<file path="config.mk">
export PLATFORM = sky130hd
export DESIGN_NAME = pipe_fetch_unit
export DESIGN_NICKNAME = d
export VERILOG_FILES = /design/src/rtl/pipe_fetch_unit.sv
export SDC_FILE = /design/constraint.sdc
export NUM_CORES = 1
export LEC_CHECK = 0
export ABC_AREA = 1
export CAP_MARGIN = 20
export CORE_MARGIN = 2
export CORE_UTILIZATION = 50
export DETAILED_ROUTE_END_ITERATION = 16
export PLACE_DENSITY_LB_ADDON = 0.3
export SYNTH_ARGS = -nofsm -noshare
export SYNTH_HDL_FRONTEND = slang
export SYNTH_SLANG_ARGS = --single-unit
</file>
<file path="constraint.sdc">
create_clock -name clock -period 2.6 [get_ports clock]
set_clock_uncertainty 0.2 [all_clocks]
set_input_delay 0.52 -clock clock [delete_from_list [all_inputs] [get_ports clock]]
set_output_delay 0.52 -clock clock [all_outputs]
set_load 0.02 [all_outputs]
</file>
<file path="src/rtl/pipe_fetch_unit.sv">
`default_nettype none
// ============================================================================
// Module   : pipe_fetch_unit
// Brief    : IF stage plus IF/ID register with req/ready instruction fetch,
//            decode-driven redirect and one-instruction branch delay slot.
// Revision : 1.0
// ============================================================================
module pipe_fetch_unit #(
    parameter logic [31:0] RESET_PC = 32'h0000_0000,
    parameter logic [31:0] NOP_INST = 32'h0000_0000
) (
    input  logic        clock,
    input  logic        resetn,
    input  logic [31:0] bpc,
    input  logic [31:0] jpc,
    input  logic [31:0] rpc,
    input  logic [1:0]  pcsource,
    input  logic        wpcir,
    output logic        imem_req,
    output logic [31:0] imem_addr,
    input  logic        imem_ready,
    input  logic [31:0] imem_rdata,
    output logic [31:0] dpc4,
    output logic [31:0] inst,
    output logic        dvalid
);

    typedef enum logic [1:0] {
        S_IDLE = 2'd0,
        S_REQ  = 2'd1,
        S_HOLD = 2'd2
    } state_t;

    state_t      r_state;
    logic [31:0] r_pc;
    logic [31:0] r_ptgt;
    logic        r_pending;
    logic        r_req;
    logic [31:0] r_dpc4;
    logic [31:0] r_inst;
    logic        r_dvalid;
    logic [31:0] r_buf_inst;
    logic [31:0] r_buf_pc4;

    logic        w_xfer;
    logic        w_redir;
    logic [31:0] w_tgt_raw;
    logic [31:0] w_tgt;
    logic [31:0] w_pc4;
    logic [31:0] w_seq;
    logic [31:0] w_next;

    assign w_xfer = r_req & imem_ready;
    // A redirect belongs to the instruction leaving IF/ID; bubbles and a
    // branch whose delay slot is still outstanding never redirect.
    assign w_redir = r_dvalid & wpcir & (pcsource != 2'b00) & ~r_pending;

    always_comb begin
        w_tgt_raw = bpc;
        case (pcsource)
            2'b01:   w_tgt_raw = bpc;
            2'b10:   w_tgt_raw = rpc;
            2'b11:   w_tgt_raw = jpc;
            default: w_tgt_raw = bpc;
        endcase
    end

    assign w_tgt  = {w_tgt_raw[31:2], 2'b00};
    assign w_pc4  = r_pc + 32'd4;
    assign w_seq  = r_pending ? r_ptgt : w_pc4;
    assign w_next = w_redir ? w_tgt : w_seq;

    always_ff @(posedge clock or negedge resetn) begin
        if (!resetn) begin
            r_state    <= S_IDLE;
            r_pc       <= RESET_PC;
            r_ptgt     <= 32'd0;
            r_pending  <= 1'b0;
            r_req      <= 1'b0;
            r_dpc4     <= 32'd0;
            r_inst     <= NOP_INST;
            r_dvalid   <= 1'b0;
            r_buf_inst <= NOP_INST;
            r_buf_pc4  <= 32'd0;
        end else begin
            case (r_state)
                S_IDLE: begin
                    r_state <= S_REQ;
                    r_req   <= 1'b1;
                end
                S_REQ: begin
                    if (w_xfer) begin
                        r_pc      <= w_next;
                        r_pending <= 1'b0;
                        if (wpcir) begin
                            r_inst   <= imem_rdata;
                            r_dpc4   <= w_pc4;
                            r_dvalid <= 1'b1;
                        end else begin
                            // Decode is stalled: park the word until it frees up.
                            r_buf_inst <= imem_rdata;
                            r_buf_pc4  <= w_pc4;
                            r_state    <= S_HOLD;
                            r_req      <= 1'b0;
                        end
                    end else begin
                        if (w_redir) begin
                            r_ptgt    <= w_tgt;
                            r_pending <= 1'b1;
                        end
                        if (wpcir) begin
                            r_inst   <= NOP_INST;
                            r_dvalid <= 1'b0;
                        end
                    end
                end
                S_HOLD: begin
                    // The buffered word is the delay slot, so pc can be retargeted directly.
                    if (w_redir) begin
                        r_pc <= w_tgt;
                    end
                    if (wpcir) begin
                        r_inst   <= r_buf_inst;
                        r_dpc4   <= r_buf_pc4;
                        r_dvalid <= 1'b1;
                        r_state  <= S_REQ;
                        r_req    <= 1'b1;
                    end
                end
                default: begin
                    r_state <= S_IDLE;
                    r_req   <= 1'b0;
                end
            endcase
        end
    end

    assign imem_req  = r_req;
    assign imem_addr = r_pc;
    assign dpc4      = r_dpc4;
    assign inst      = r_inst;
    assign dvalid    = r_dvalid;

endmodule
`default_nettype wire
</file>
Yosys cells after proc, flatten, opt, wreduce, memory -nomap -nowiden
Cells that the tools add are included.
{ "classes": {"n_addsub": 1, "n_eq_ne": 10, "muxes": 29, "n_reduce_logical": 12, "bitwise_logic": 7} }
{ "ops": {"columns": ["cell", "n"], "rows": [
  ["32-bit 2-to-1 mux", 11],
  ["32-bit case mux with 2 select lines", 4],
  ["32-bit by 3-bit adder with 32-bit output, second input constant", 1],
  ["3-bit AND reduction", 5],
  ["2-bit inequality test, second input constant", 5],
  ["1-bit 2-to-1 mux", 8],
  ["2-bit equality test, second input constant", 3],
  ["2-bit 2-to-1 mux", 3],
  ["2-bit case mux with 3 select lines", 1],
  ["2-bit nonzero test", 3],
  ["1-bit AND", 4],
  ["2-bit AND reduction", 2],
  ["4-bit AND reduction", 1],
  ["3-bit inequality test, second input constant", 1],
  ["1-bit inverter", 3],
  ["1-bit case mux with 3 select lines", 1],
  ["2-bit by 1-bit equality test with 1-bit output, second input constant", 1],
  ["2-bit logical NOT", 1],
  ["1-bit case mux with 2 select lines", 1]
]} }
{ "totals": {"inputBits": 134, "register_bits": 195, "out_inout_bits": 98} }

Longest topological paths before layout
{ "logic_depth": {"ltp_word": 6, "depth_mapped": 12, "mapped_depth_nobuf": 12} }

Least setup slack after synthesis
No wires, ideal clock.
{ "synth_timing": {"kind": "reg2reg", "start": "reg r_pc[2], in the netlist imem_addr[2]", "end": "reg r_pc[26], in the netlist imem_addr[26]", "setup_slack_ps": 668, "path_stages_with_launch": 13, "period_less_slack_ps": 1932, "required_ps": 2283, "setup_ps": 117, "t_arrival_ps": 1616, "cell_sequence": "dfrtp_1 ha_1 nand2_1 nor2_2 nand2_2 nor2_4 nand2_1 nand2_1 nand2_1 nand2_1 nand2_1 nand2_1 nand2_1"} }
{ "synth_via": {"elab_chain_cells": 5} }
{ "synth_rtl": {"columns": ["element", "line", "source"], "rows": [
  ["start, declared", "35", "logic [31:0] r_pc;"],
  ["start signal, assigned", "93", "r_pc <= w_next;"],
  ["start signal, assigned", "120", "r_pc <= w_tgt;"],
  ["32-bit by 3-bit adder with 32-bit output", "69", "assign w_pc4 = r_pc + 32'd4;"],
  ["32-bit 2-to-1 mux", "70", "assign w_seq = r_pending ? r_ptgt : w_pc4;"],
  ["32-bit 2-to-1 mux", "71", "assign w_next = w_redir ? w_tgt : w_seq;"],
  ["32-bit 2-to-1 mux", "92", "if (w_xfer) begin"],
  ["32-bit case mux with 2 select lines", "86", "case (r_state)"]
]} }
Every way passes these cells. The select of a mux whose other input is x is not followed.
A chain may end at the register's enable or synchronous reset.

Final worst setup path
{ "layout_timing": {"start": "reg r_pc[2], in the netlist imem_addr[2]", "end": "out imem_addr[2]"} }
{ "layout_lines": {"columns": ["element", "line", "source"], "rows": [
  ["end, declared", "20", "output logic [31:0] imem_addr,"]
]} }
No word-level cell between the ends.

==> metrics.txt <==
status complete, no violations; Clock Path Buffers 2; first-pass GRT wire length around 43000 µm; buffers added on ports 221; Hold Path Class flip-flop to flip-flop; Required @ worst endpoint 1.88 ns; Setup crit end kind primary output; Critical Path Source imem_addr[2]; largest net degree at the start of global routing 66; final antenna-violating net count 0; area delta synth->final 32.3%; clock latency at the later pin of the worst-skew pair 0.44 ns; DR pass1 iterations 6; I/O pin cnt about 230; Cell Pwr Density approximately 1100 nW/µm²; share of layout cells above drive strength 1 6.49%; Core Rows between 50 and 60; Die Y around 140 µm; VDD IR-drop max 0.545 mV; CTS clk-pin slew, worst paths 0.07 ns; Synth Register Bits 188; antenna violations before repair 0; Syn Std Cell Area 9730 µm²; Max-slew headroom 58.6%; Critical-path top delay cell clkdlybuf4s50_1; via count 9350; yosys warns 0; initial core utilization roughly 50%; Pleak 6.10 nW; Finished Layout Cells 1806; Fill cells roughly 1700; RSZ-0062 raised after global routing false; HP Start r_ptgt[22]; Root Buffer clkbuf_16; commonest non-fill, non-tap cell in the layout nand2_1; Via density 5.18; most frequent cells in the layout nand2_1 (531), clkdlybuf4s50_1 (219), dfrtp_1 (188); sequential share of the synthesized area 48.4%; crit path launch type flip-flop; worst-path fanout max 7; Die ar. 20600 µm²; Worst Path Arrival between 1.5 and 2 ns; Die Width 143 µm; Critical Path Max Stage Delay 0.67 ns; Final period util 90.9%; core area 19300 µm²; WP buf/inv 1; vias in the first global route between 8000 and 9000; Syn Area/Cell 7.30 µm²; max cap viols 0; Reg2Reg Launch Point imem_addr[2]; GRT Util Overall 25.9%; H-tree depth 4; Synth cell types 31; TritonCTS clock tree built; post-CTS setup-driven buffer insertion count 0; Cell Chain, Critical Path clkdlybuf4s50_1; Initial DRC Count 727; # diodes 0; drt total wl ~26000 µm; Worst Hold Slack 0.277 ns; RD Place Congestion 0.921; CTS Sinks 188; Max Clock Freq 423 MHz; Remaining DRCs 0; Worst Tran Pin Value 0.621 ns; gr ovfl total 0; crit path kind flip-flop to primary output; # setup viols final 0; Syn Inst Count 1333; Layout Nets 1665; setup_tns 0 ns; Power Total 14.3 mW; Cells after DPL 1775; total CTS buffers 17; DP Wirelength 18400 µm; WL per Instance approximately 14 µm; Final Slew Violations 0; CP delay by family, top buffers and inverters; final hold viol count 0; min cycle time layout 2.36 ns
-- report_power, final --
group | internal (mW) | leakage [nW] | switching, mW
clock | 1.51 | 0.291 | 1.12
combinational | 2.68 | 3.46 | 3.73
sequential | 4.25 | 2.35 | 0.978
total | 8.45 | 6.10 | 5.83
-- metrics by stage --
| step | utilization (%) | setup WS (ns) | cell area [µm²] |
|---|---|---|---|
| global placement | 63.6 | 0.184 | 12300 |
| CTS | 66.8 | 0.0698 | 12900 |
| floorplan | - | 0.668 | 9740 |
| global route | 66.8 | 0.202 | 12900 |
| detailed placement | 63.6 | 0.135 | 12300 |
| finish | 66.8 | 0.237 | 12900 |
-- routing by layer --
layer / vias to the layer above / track usage (%) / wire length (µm)
met5: - / 0 / 0
met4: 0 / 7.84 / 478
met3: 47 / 5.56 / 2040
met2: 396 / 40.6 / 11900
met1: 4296 / 36.2 / 11600
li1: 4611 / - / -
-- cell usage after synthesis, drive strengths merged --
cell type,count,area (µm²)
ha,1,12.5
xnor2,4,35.0
nand3,75,380
nor3,1,5.00
a31oi,34,213
clkbuf,38,143
o211ai,4,30.0
xor2,11,126
o21a,2,15.0
nor2,131,539
buf,41,235
conb,1,3.75
a21oi,58,298
nand2,538,2040
o21ai,115,576
dfrtp,188,4700
and2,2,12.5
inv,82,308
nand3b,7,52.6
-- tightest hold or removal path, cell delays in order, from the launching register on --
cell	delay (ns)
dfrtp_1	0.34
nand2_1	0.06
nand2_1	0.05
-- sequential cells by signal, summed over array words and instances (netlist names) --
| name | count |
|---|---|
| r_pending | 1 |
| r_ptgt | 30 |
| imem_addr | 30 |
| r_buf_inst | 32 |
| dvalid | 1 |
| dpc4 | 30 |
| inst | 32 |
| r_buf_pc4 | 30 |
| r_state | 2 |
-- logic make-up after synthesis --
| logic type | Yosys count | synth area share, % |
|---|---|---|
| AND/OR/NAND/NOR | 754 | 31.1 |
| AO/OA/AOI/OAI | 213 | 11.6 |
| flip-flops | 188 | 48.4 |
| buffers and inverters | 161 | 7.05 |
| XOR/XNOR | 15 | 1.66 |
| adder cells (fa/ha/maj) | 1 | 0.129 |
| other | 1 | 0.0385 |
-- final timing paths --
check,to,slack [ns],depth (start not counted)
setup / recovery,imem_addr[2],0.24,1
hold / removal,r_ptgt[22],0.28,2
setup reg to reg,dpc4[24],0.40,10
hold reg to reg,r_ptgt[22],0.28,2
max in group asynchronous,r_ptgt[11],1.03,3
min in group asynchronous,inst[10],0.43,2
-- cell type report --
| cell class | instances | area (µm²) | area share, % |
|---|---|---|---|
| clock inverters | 9 | 113 | 0.875 |
| repair buffers | 254 | 2570 | 20.0 |
| flip-flops and latches | 188 | 4700 | 36.6 |
| well taps | 265 | 332 | 2.58 |
| inverters | 82 | 308 | 2.39 |
| multi-input cells | 987 | 4360 | 33.9 |
| clock buffers | 21 | 480 | 3.73 |
-- what timing repair did --
| item | 4_1_cts | 5_1_grt |
|---|---|---|
| hold buffers | 1 | 0 |
| gates resized for setup | 1 | 1 |
| setup endpoints to repair | 1 | 1 |
| endpoints found under the hold margin | 54 | 0 |
No activity file was read; power rests on OpenSTA's default activity.
